===== src/rtl/axis_decimation_controller.sv =====
// axis_decimation_controller
//
// Decimates the dual-lane 14-bit ADC stream by averaging 2^k sample pairs per
// frame (k selectable at run time, clamped to MAX_LOG2_DEC). Each frame yields
// a signed 16-bit floor-mean per lane, presented on an AXI-Stream master that
// holds one beat. The ADC side cannot be stalled, so a result that finds the
// output register still occupied is dropped and counted as an overrun.
//
// Ports:
//   aclk                  sole clock, rising edge
//   reset                 asynchronous, active-high reset
//   S_AXIS_SIGNAL_tdata   lane X in [13:0], lane Y in [29:16]
//   S_AXIS_SIGNAL_tvalid  sample qualifier (no tready)
//   cfg_enable            run decimation
//   cfg_log2_dec          requested decimation exponent k
//   M_AXIS_S01_tdata      {Y mean, X mean}
//   M_AXIS_S01_tvalid     result valid
//   M_AXIS_S01_tready     downstream accept
//   dec_strobe            one-cycle pulse when a result loads
//   active_log2_dec       exponent in force for the current frame
//   overrun               sticky flag: a result was dropped
//   overrun_count         saturating count of dropped results

module axis_decimation_controller #(
   parameter int AXIS_SIGNAL_TDATA_WIDTH            = 32,
   parameter int AXIS_SIGNAL_DATA_WIDTH             = 16,
   parameter int AXIS_SIGNAL_SIGNIFICANT_DATA_WIDTH = 14,
   parameter int MAX_LOG2_DEC                       = 8
) (
   input  logic                               aclk,
   input  logic                               reset,
   input  logic [AXIS_SIGNAL_TDATA_WIDTH-1:0] S_AXIS_SIGNAL_tdata,
   input  logic                               S_AXIS_SIGNAL_tvalid,
   input  logic                               cfg_enable,
   input  logic [3:0]                         cfg_log2_dec,
   output logic [AXIS_SIGNAL_TDATA_WIDTH-1:0] M_AXIS_S01_tdata,
   output logic                               M_AXIS_S01_tvalid,
   input  logic                               M_AXIS_S01_tready,
   output logic                               dec_strobe,
   output logic [3:0]                         active_log2_dec,
   output logic                               overrun,
   output logic [15:0]                        overrun_count
);

   localparam int SIG_W = AXIS_SIGNAL_SIGNIFICANT_DATA_WIDTH;
   localparam int OUT_W = AXIS_SIGNAL_DATA_WIDTH;
   localparam int ACC_W = SIG_W + MAX_LOG2_DEC;
   localparam int CNT_W = MAX_LOG2_DEC + 1;
   localparam logic [3:0] MAX_K = 4'(MAX_LOG2_DEC);

   typedef enum logic {
      IDLE,
      ACCUM
   } state_t;

   state_t state;
   state_t state_next;

   logic in_accum;
   logic accept;

   logic [3:0]              cfg_clamped;
   logic signed [ACC_W-1:0] acc_x;
   logic signed [ACC_W-1:0] acc_y;
   logic signed [ACC_W-1:0] x_ext;
   logic signed [ACC_W-1:0] y_ext;
   logic signed [ACC_W-1:0] sum_x;
   logic signed [ACC_W-1:0] sum_y;
   logic signed [ACC_W-1:0] mean_x;
   logic signed [ACC_W-1:0] mean_y;
   logic [CNT_W-1:0]        sample_count;
   logic [CNT_W-1:0]        last_count;

   logic frame_last;
   logic frame_done;
   logic out_free;
   logic load;
   logic drop;
   logic unused_bits;

   // Requested exponents beyond what the accumulator can hold are clamped.
   assign cfg_clamped = (cfg_log2_dec > MAX_K) ? MAX_K : cfg_log2_dec;

   // Each lane's 14-bit two's-complement value widened to accumulator width.
   assign x_ext = {{(ACC_W-SIG_W){S_AXIS_SIGNAL_tdata[SIG_W-1]}},
                   S_AXIS_SIGNAL_tdata[SIG_W-1:0]};
   assign y_ext = {{(ACC_W-SIG_W){S_AXIS_SIGNAL_tdata[OUT_W+SIG_W-1]}},
                   S_AXIS_SIGNAL_tdata[OUT_W+SIG_W-1:OUT_W]};

   // The closing sample is folded in combinationally so the mean is ready on
   // the same edge that accepts it. The arithmetic shift floors toward -inf.
   assign sum_x  = acc_x + x_ext;
   assign sum_y  = acc_y + y_ext;
   assign mean_x = sum_x >>> active_log2_dec;
   assign mean_y = sum_y >>> active_log2_dec;

   // The counter holds samples already absorbed, so the frame closes when it
   // reads 2^k - 1 as another sample arrives.
   assign last_count = (CNT_W'(1) << active_log2_dec) - CNT_W'(1);
   assign frame_last = accept && (sample_count == last_count);

   // Dropping enable on the closing edge discards the frame: exit wins.
   assign frame_done = frame_last && cfg_enable;
   assign out_free   = !M_AXIS_S01_tvalid || M_AXIS_S01_tready;
   assign load       = frame_done && out_free;
   assign drop       = frame_done && !out_free;

   assign unused_bits = ^{S_AXIS_SIGNAL_tdata[AXIS_SIGNAL_TDATA_WIDTH-1:OUT_W+SIG_W],
                          S_AXIS_SIGNAL_tdata[OUT_W-1:SIG_W],
                          mean_x[ACC_W-1:OUT_W], mean_y[ACC_W-1:OUT_W]};

   // State register.
   always_ff @(posedge aclk or posedge reset) begin
      if (reset) begin
         state <= IDLE;
      end else begin
         state <= state_next;
      end
   end

   // Next-state logic: enable alone moves between idling and accumulating.
   always_comb begin
      state_next = state;
      case (state)
         IDLE:    if (cfg_enable)  state_next = ACCUM;
         ACCUM:   if (!cfg_enable) state_next = IDLE;
         default: state_next = IDLE;
      endcase
   end

   // State-derived controls: samples count only while accumulating.
   always_comb begin
      in_accum = 1'b0;
      accept   = 1'b0;
      if (state == ACCUM) begin
         in_accum = 1'b1;
         accept   = S_AXIS_SIGNAL_tvalid;
      end
   end

   // Accumulators and sample counter. They sit at zero while idle, are wiped
   // when enable falls (partial frame discarded) and restart after each frame.
   always_ff @(posedge aclk or posedge reset) begin
      if (reset) begin
         acc_x        <= '0;
         acc_y        <= '0;
         sample_count <= '0;
      end else if (!in_accum || !cfg_enable || frame_last) begin
         acc_x        <= '0;
         acc_y        <= '0;
         sample_count <= '0;
      end else if (accept) begin
         acc_x        <= sum_x;
         acc_y        <= sum_y;
         sample_count <= sample_count + CNT_W'(1);
      end
   end

   // The exponent is captured on entering accumulation and again at every
   // frame boundary, so a mid-frame change never splits a frame.
   always_ff @(posedge aclk or posedge reset) begin
      if (reset) begin
         active_log2_dec <= '0;
      end else if ((state == IDLE && cfg_enable) || frame_done) begin
         active_log2_dec <= cfg_clamped;
      end
   end

   // Overrun bookkeeping. A fresh run starts with a clean record; otherwise
   // each dropped result sets the sticky flag and bumps a saturating count.
   always_ff @(posedge aclk or posedge reset) begin
      if (reset) begin
         overrun       <= 1'b0;
         overrun_count <= '0;
      end else if (state == IDLE && cfg_enable) begin
         overrun       <= 1'b0;
         overrun_count <= '0;
      end else if (drop) begin
         overrun <= 1'b1;
         if (overrun_count != 16'hFFFF) begin
            overrun_count <= overrun_count + 16'd1;
         end
      end
   end

   // One-deep output register. A new result may load when the register is
   // empty or is being drained this very cycle; a held beat never changes
   // until accepted, and survives a drop back to idle.
   always_ff @(posedge aclk or posedge reset) begin
      if (reset) begin
         M_AXIS_S01_tdata  <= '0;
         M_AXIS_S01_tvalid <= 1'b0;
         dec_strobe        <= 1'b0;
      end else begin
         dec_strobe <= load;
         if (load) begin
            M_AXIS_S01_tdata  <= {mean_y[OUT_W-1:0], mean_x[OUT_W-1:0]};
            M_AXIS_S01_tvalid <= 1'b1;
         end else if (M_AXIS_S01_tvalid && M_AXIS_S01_tready) begin
            M_AXIS_S01_tvalid <= 1'b0;
         end
      end
   end

endmodule

===== config.mk =====
export PLATFORM = sky130hd
export DESIGN_NAME = axis_decimation_controller
export DESIGN_NICKNAME = d
export VERILOG_FILES = /design/src/rtl/axis_decimation_controller.sv
export SDC_FILE = /design/constraint.sdc
export NUM_CORES = 1
export LEC_CHECK = 0
export CELL_PAD_IN_SITES_DETAIL_PLACEMENT = 0
export CELL_PAD_IN_SITES_GLOBAL_PLACEMENT = 1
export CORE_MARGIN = 2
export CORE_UTILIZATION = 25
export CTS_BUF_LIST = sky130_fd_sc_hd__clkbuf_8
export CTS_CLUSTER_DIAMETER = 60
export DETAILED_ROUTE_END_ITERATION = 7
export GPL_TIMING_DRIVEN = 0
export PLACE_DENSITY_LB_ADDON = 0.1
export SYNTH_ARGS = -nofsm -noshare
export SYNTH_HDL_FRONTEND = slang
export SYNTH_SLANG_ARGS = --single-unit

===== constraint.sdc =====
create_clock -name aclk -period 4.1 [get_ports aclk]
set_input_delay 0.82 -clock aclk [delete_from_list [all_inputs] [get_ports aclk]]
set_output_delay 0.82 -clock aclk [all_outputs]
set_load 0.02 [all_outputs]

==> flow_metrics.py <==
metrics = {
    "synth": {
        "syn_nets": 1339,
        "synth_cell_types": 90,
        "syn-cell-area_sq_um": 9930,
        "synthFlopType": "dfrtp_1",
        "muxShareOfSynthArea": 0.0686,
        "yosys_register_bits": 109,
        "synthXorXnorAreaFrac": 0.0458,
        "ys_warn_count": 0,
        "netlist.area_leader.share": 0.275,
        "synth_compound_area_frac": 0.273,
        "ys_seq_area_frac": 0.275,
        "synth_edf_count": 0,
        "synthSimpleGateAreaFrac": 0.233,
        "synth_area_leaders": "dfrtp_1 27%, nor2_1 6.2%, ha_1 5.7%, mux2i_1 5.0%, nand2_1 4.2%",
        "synthCells": 1251,
        "async_flop_share": 1.00,
        "synth_top_family_by_area": "compound AO/OA/AOI/OAI gates",
        "avgSynthCellArea_sq_um": 7.93,
        "synth_fa_ha_area_frac": 0.0608,
        "synth.largest_area_cell": "dfrtp_1",
    },
    "timing": {
        "fin_ws_ns": 0.121,
        "finalHoldViolations": 0,
        "period_minus_slack_ns": 3.98,
        "worstMarginPinSlew_ns": 1.16,
        "maxSlewHeadroom": 0.224,
        "skew_ns": 0.0242,
        "max_freq_ghz": 0.251,
        "setup_violations": 0,
        "finalCritPeriodShare": 0.970,
        "slew_viol_final": 0,
        "hold_ws_ns": 0.486,
    },
    "finish": {
        "instances_no_fill": 1888,
        "area_growth_pct": 22.2,
        "drive_gt1_frac": 0.111,
        "final_common_cell": "nor2_1",
        "final_cell_mix": "159 x nor2_1, 110 x nand2_1, 108 x dfrtp_1",
        "layout.nets": 1453,
        "fillCellCount": 4272,
        "diodes": 0,
    },
    "critical_path": {
        "critPathMaxStageDelay_ns": 0.74,
        "crit_slowest_cell": "a311oi_1",
        "reg2reg_slack_ns": 0.18,
        "crit_path_frequent_cell": "nor4_1",
        "critPathLaunchType": "primary input",
        "crit_family": "compound AO/OA/AOI/OAI gates",
        "cp.arrival_ns": 4.39,
        "crit_type": "primary input to register",
        "crit_path_start": "S_AXIS_SIGNAL_tdata[8]",
        "end_kind": "register",
        "r2r_start": "active_log2_dec[1]",
        "crit_fanout": 5,
        "worst-path-buf-inv": 1,
        "path_cells": "clkdlybuf4s50_1 > ha_1 > a21o_1 > o21bai_1 > a311oi_1 > nor4_1 > nor4_1 > o21ai_0 > a2111oi_2 > a22o_1",
        "required_ns": 4.51,
    },
    "run_status": {
        "status": "complete, no violations",
    },
    "cts": {
        "cts_htree_levels": 3,
        "cts.sinks": 109,
        "root_buffer": "clkbuf_8",
        "path_clk_slew_ns": 0.11,
        "clkLatencyLatePin_ns": 0.48,
        "cts_buffer_depth": 2,
        "cts_tree": "done",
        "cts_buffers": 9,
    },
    "placed_design": {
        "pre_cts_slack_ns": -1.27,
        "dp_hpwl_um": 33300,
        "dpl.cell_count": 1860,
        "io_buffers": 90,
        "place_congestion": 0.844,
    },
    "global_route": {
        "first_global_vias": 10174,
        "antenna_found_initial": 0,
        "grt_max_degree": 67,
        "grt_use_met3": 0.0345,
        "grt-ovfl-total": 0,
        "grt.total_usage": 0.211,
        "grt_pass1_wl_um": 65400,
        "grt.busiest_layer": "met2",
        "grtUsageMet1": 0.280,
        "use_met2": 0.360,
    },
    "floorplan": {
        "rows": 72,
        "die_h_um": 203,
        "coreArea_sq_um": 38900,
        "io_pins": 96,
        "dieArea_sq_um": 41300,
        "die_x_um": 203,
        "start_util": 0.255,
    },
    "route": {
        "dr.pass1.iters": 5,
        "vias": 10178,
        "drt_iter0_drc": 810,
        "wire_per_inst_um": 22.8,
        "wirelength_um": 43100,
        "drtAntennaViolNets": 0,
        "vias_per_cell": 5.39,
        "drc_errors": 0,
    },
    "pwr": {
        "ir_drop_mv": 0.170,
        "p_leak_uw": 0.00497,
        "p_per_area_nw_per_um2": 280,
        "power.total_uw": 3390,
    },
    "min_path": {
        "hold_start": "M_AXIS_S01_tdata[2]",
        "hold_class": "register to register",
    },
    "job": {
        "maxCapViolCount": 0,
    },
}
[registers in the layout, summed over array words and instances (netlist names)]
register	flops
state	1
acc_x	22
dec_strobe	1
sample_count	9
acc_y	22
active_log2_dec	4
M_AXIS_S01_tvalid	1
overrun_count	16
overrun	1
M_AXIS_S01_tdata	32
[final timing paths]
kind,to,depth (start not counted)
setup / recovery,M_AXIS_S01_tdata[4],10
setup reg to reg,M_AXIS_S01_tdata[7],16
hold reg to reg,M_AXIS_S01_tdata[2],2
hold / removal,M_AXIS_S01_tdata[2],2
min in group asynchronous,acc_y[1],2
max in group asynchronous,acc_x[19],3
[stage by stage]
| step | area (sq um) | utilization | TNS (ns) |
|---|---|---|---|
| 6_report | 12100 | 0.312 | 0 |
| 5_1_grt | 12100 | 0.312 | -0.000522 |
| 4_1_cts | 11900 | 0.306 | 0 |
| 3_5_place_dp | 11500 | 0.296 | -81.03 |
| 3_3_place_gp | 11500 | 0.295 | -291.30 |
| 2_1_floorplan | 9930 | - | 0 |
[power breakdown]
group | internal (uW) | switching (uW) | total, uW
clock network | 247 | 478 | 725
registers | 1110 | 29.4 | 1140
logic | 526 | 1000 | 1530
[cell type report]
type | count | area [sq um] | share of cell area
inverters | 31 | 128 | 0.0105
repair buffers | 105 | 1040 | 0.0859
flip-flops and latches | 109 | 2730 | 0.225
well taps | 518 | 648 | 0.0534
clock inverters | 6 | 51.3 | 0.00423
multi-input cells | 1035 | 7050 | 0.581
plain buffers | 74 | 343 | 0.0283
clock buffers | 10 | 138 | 0.0113
[cells in the mapped netlist, types with 7 or more instances]
master and n:
nor2_1 165, nand2_1 112, dfrtp_1 109, a21oi_1 83
o21ai_0 66, mux2i_1 50, nor3_1 47, clkbuf_1 46
ha_1 45, a211oi_1 42, nand3_1 37, xnor2_1 30
inv_1 28, buf_2 22, xor2_1 20, o211ai_1 19
a21o_1 17, nor4_1 16, o21a_1 15, or3_1 15
and2_1 13, nor2b_1 13, nand2b_1 12, nand4_1 12
o22ai_1 11, mux2_2 10, a31oi_1 9, o211a_1 9
or2_2 8, a22oi_1 7, a311oi_1 7, buf_1 7
[logic make-up (layout without fill, tap and decap cells)]
logic type | after synthesis | after routing
compound gates | 388 | 388
xor+xnor | 51 | 51
fa+ha+maj | 47 | 47
buf+inv | 107 | 226
flops | 109 | 109
mux | 63 | 63
simple gates | 486 | 486
[routing by layer]
metal | wire [um] | part of all wire | up-vias
met2 | 20900 | 0.48 | 234
met1 | 19800 | 0.46 | 5010
li1 | - | - | 4890
met4 | 753 | 0.017 | 0
met3 | 1650 | 0.038 | 44
met5 | 0 | 0 | -
[repair_timing]
item                       4_1_cts  5_1_grt
hold buffers                     0        0
pin swaps                        4        7
buffers inserted                 4        9
gates resized for setup         48       40
setup endpoints to repair      106       71
gates cloned                     0        1
[worst reg2reg max path, stage by stage (launching register included)]
cell      delay (ns)
dfrtp_2         0.46
clkbuf_4        0.21
buf_4           0.21
buf_6           0.19
nor2_4          0.20
nand2_1         0.09
ha_1            0.26
buf_2           0.20
xnor2_1         0.21
nor3b_1         0.21
o211ai_1        0.12
a32o_2          0.33
nor2_2          0.24
nand3_4         0.24
nor2_4          0.32
o21ai_1         0.15
and3b_1         0.18
Note: power is estimated with default switching activity, not from simulation.
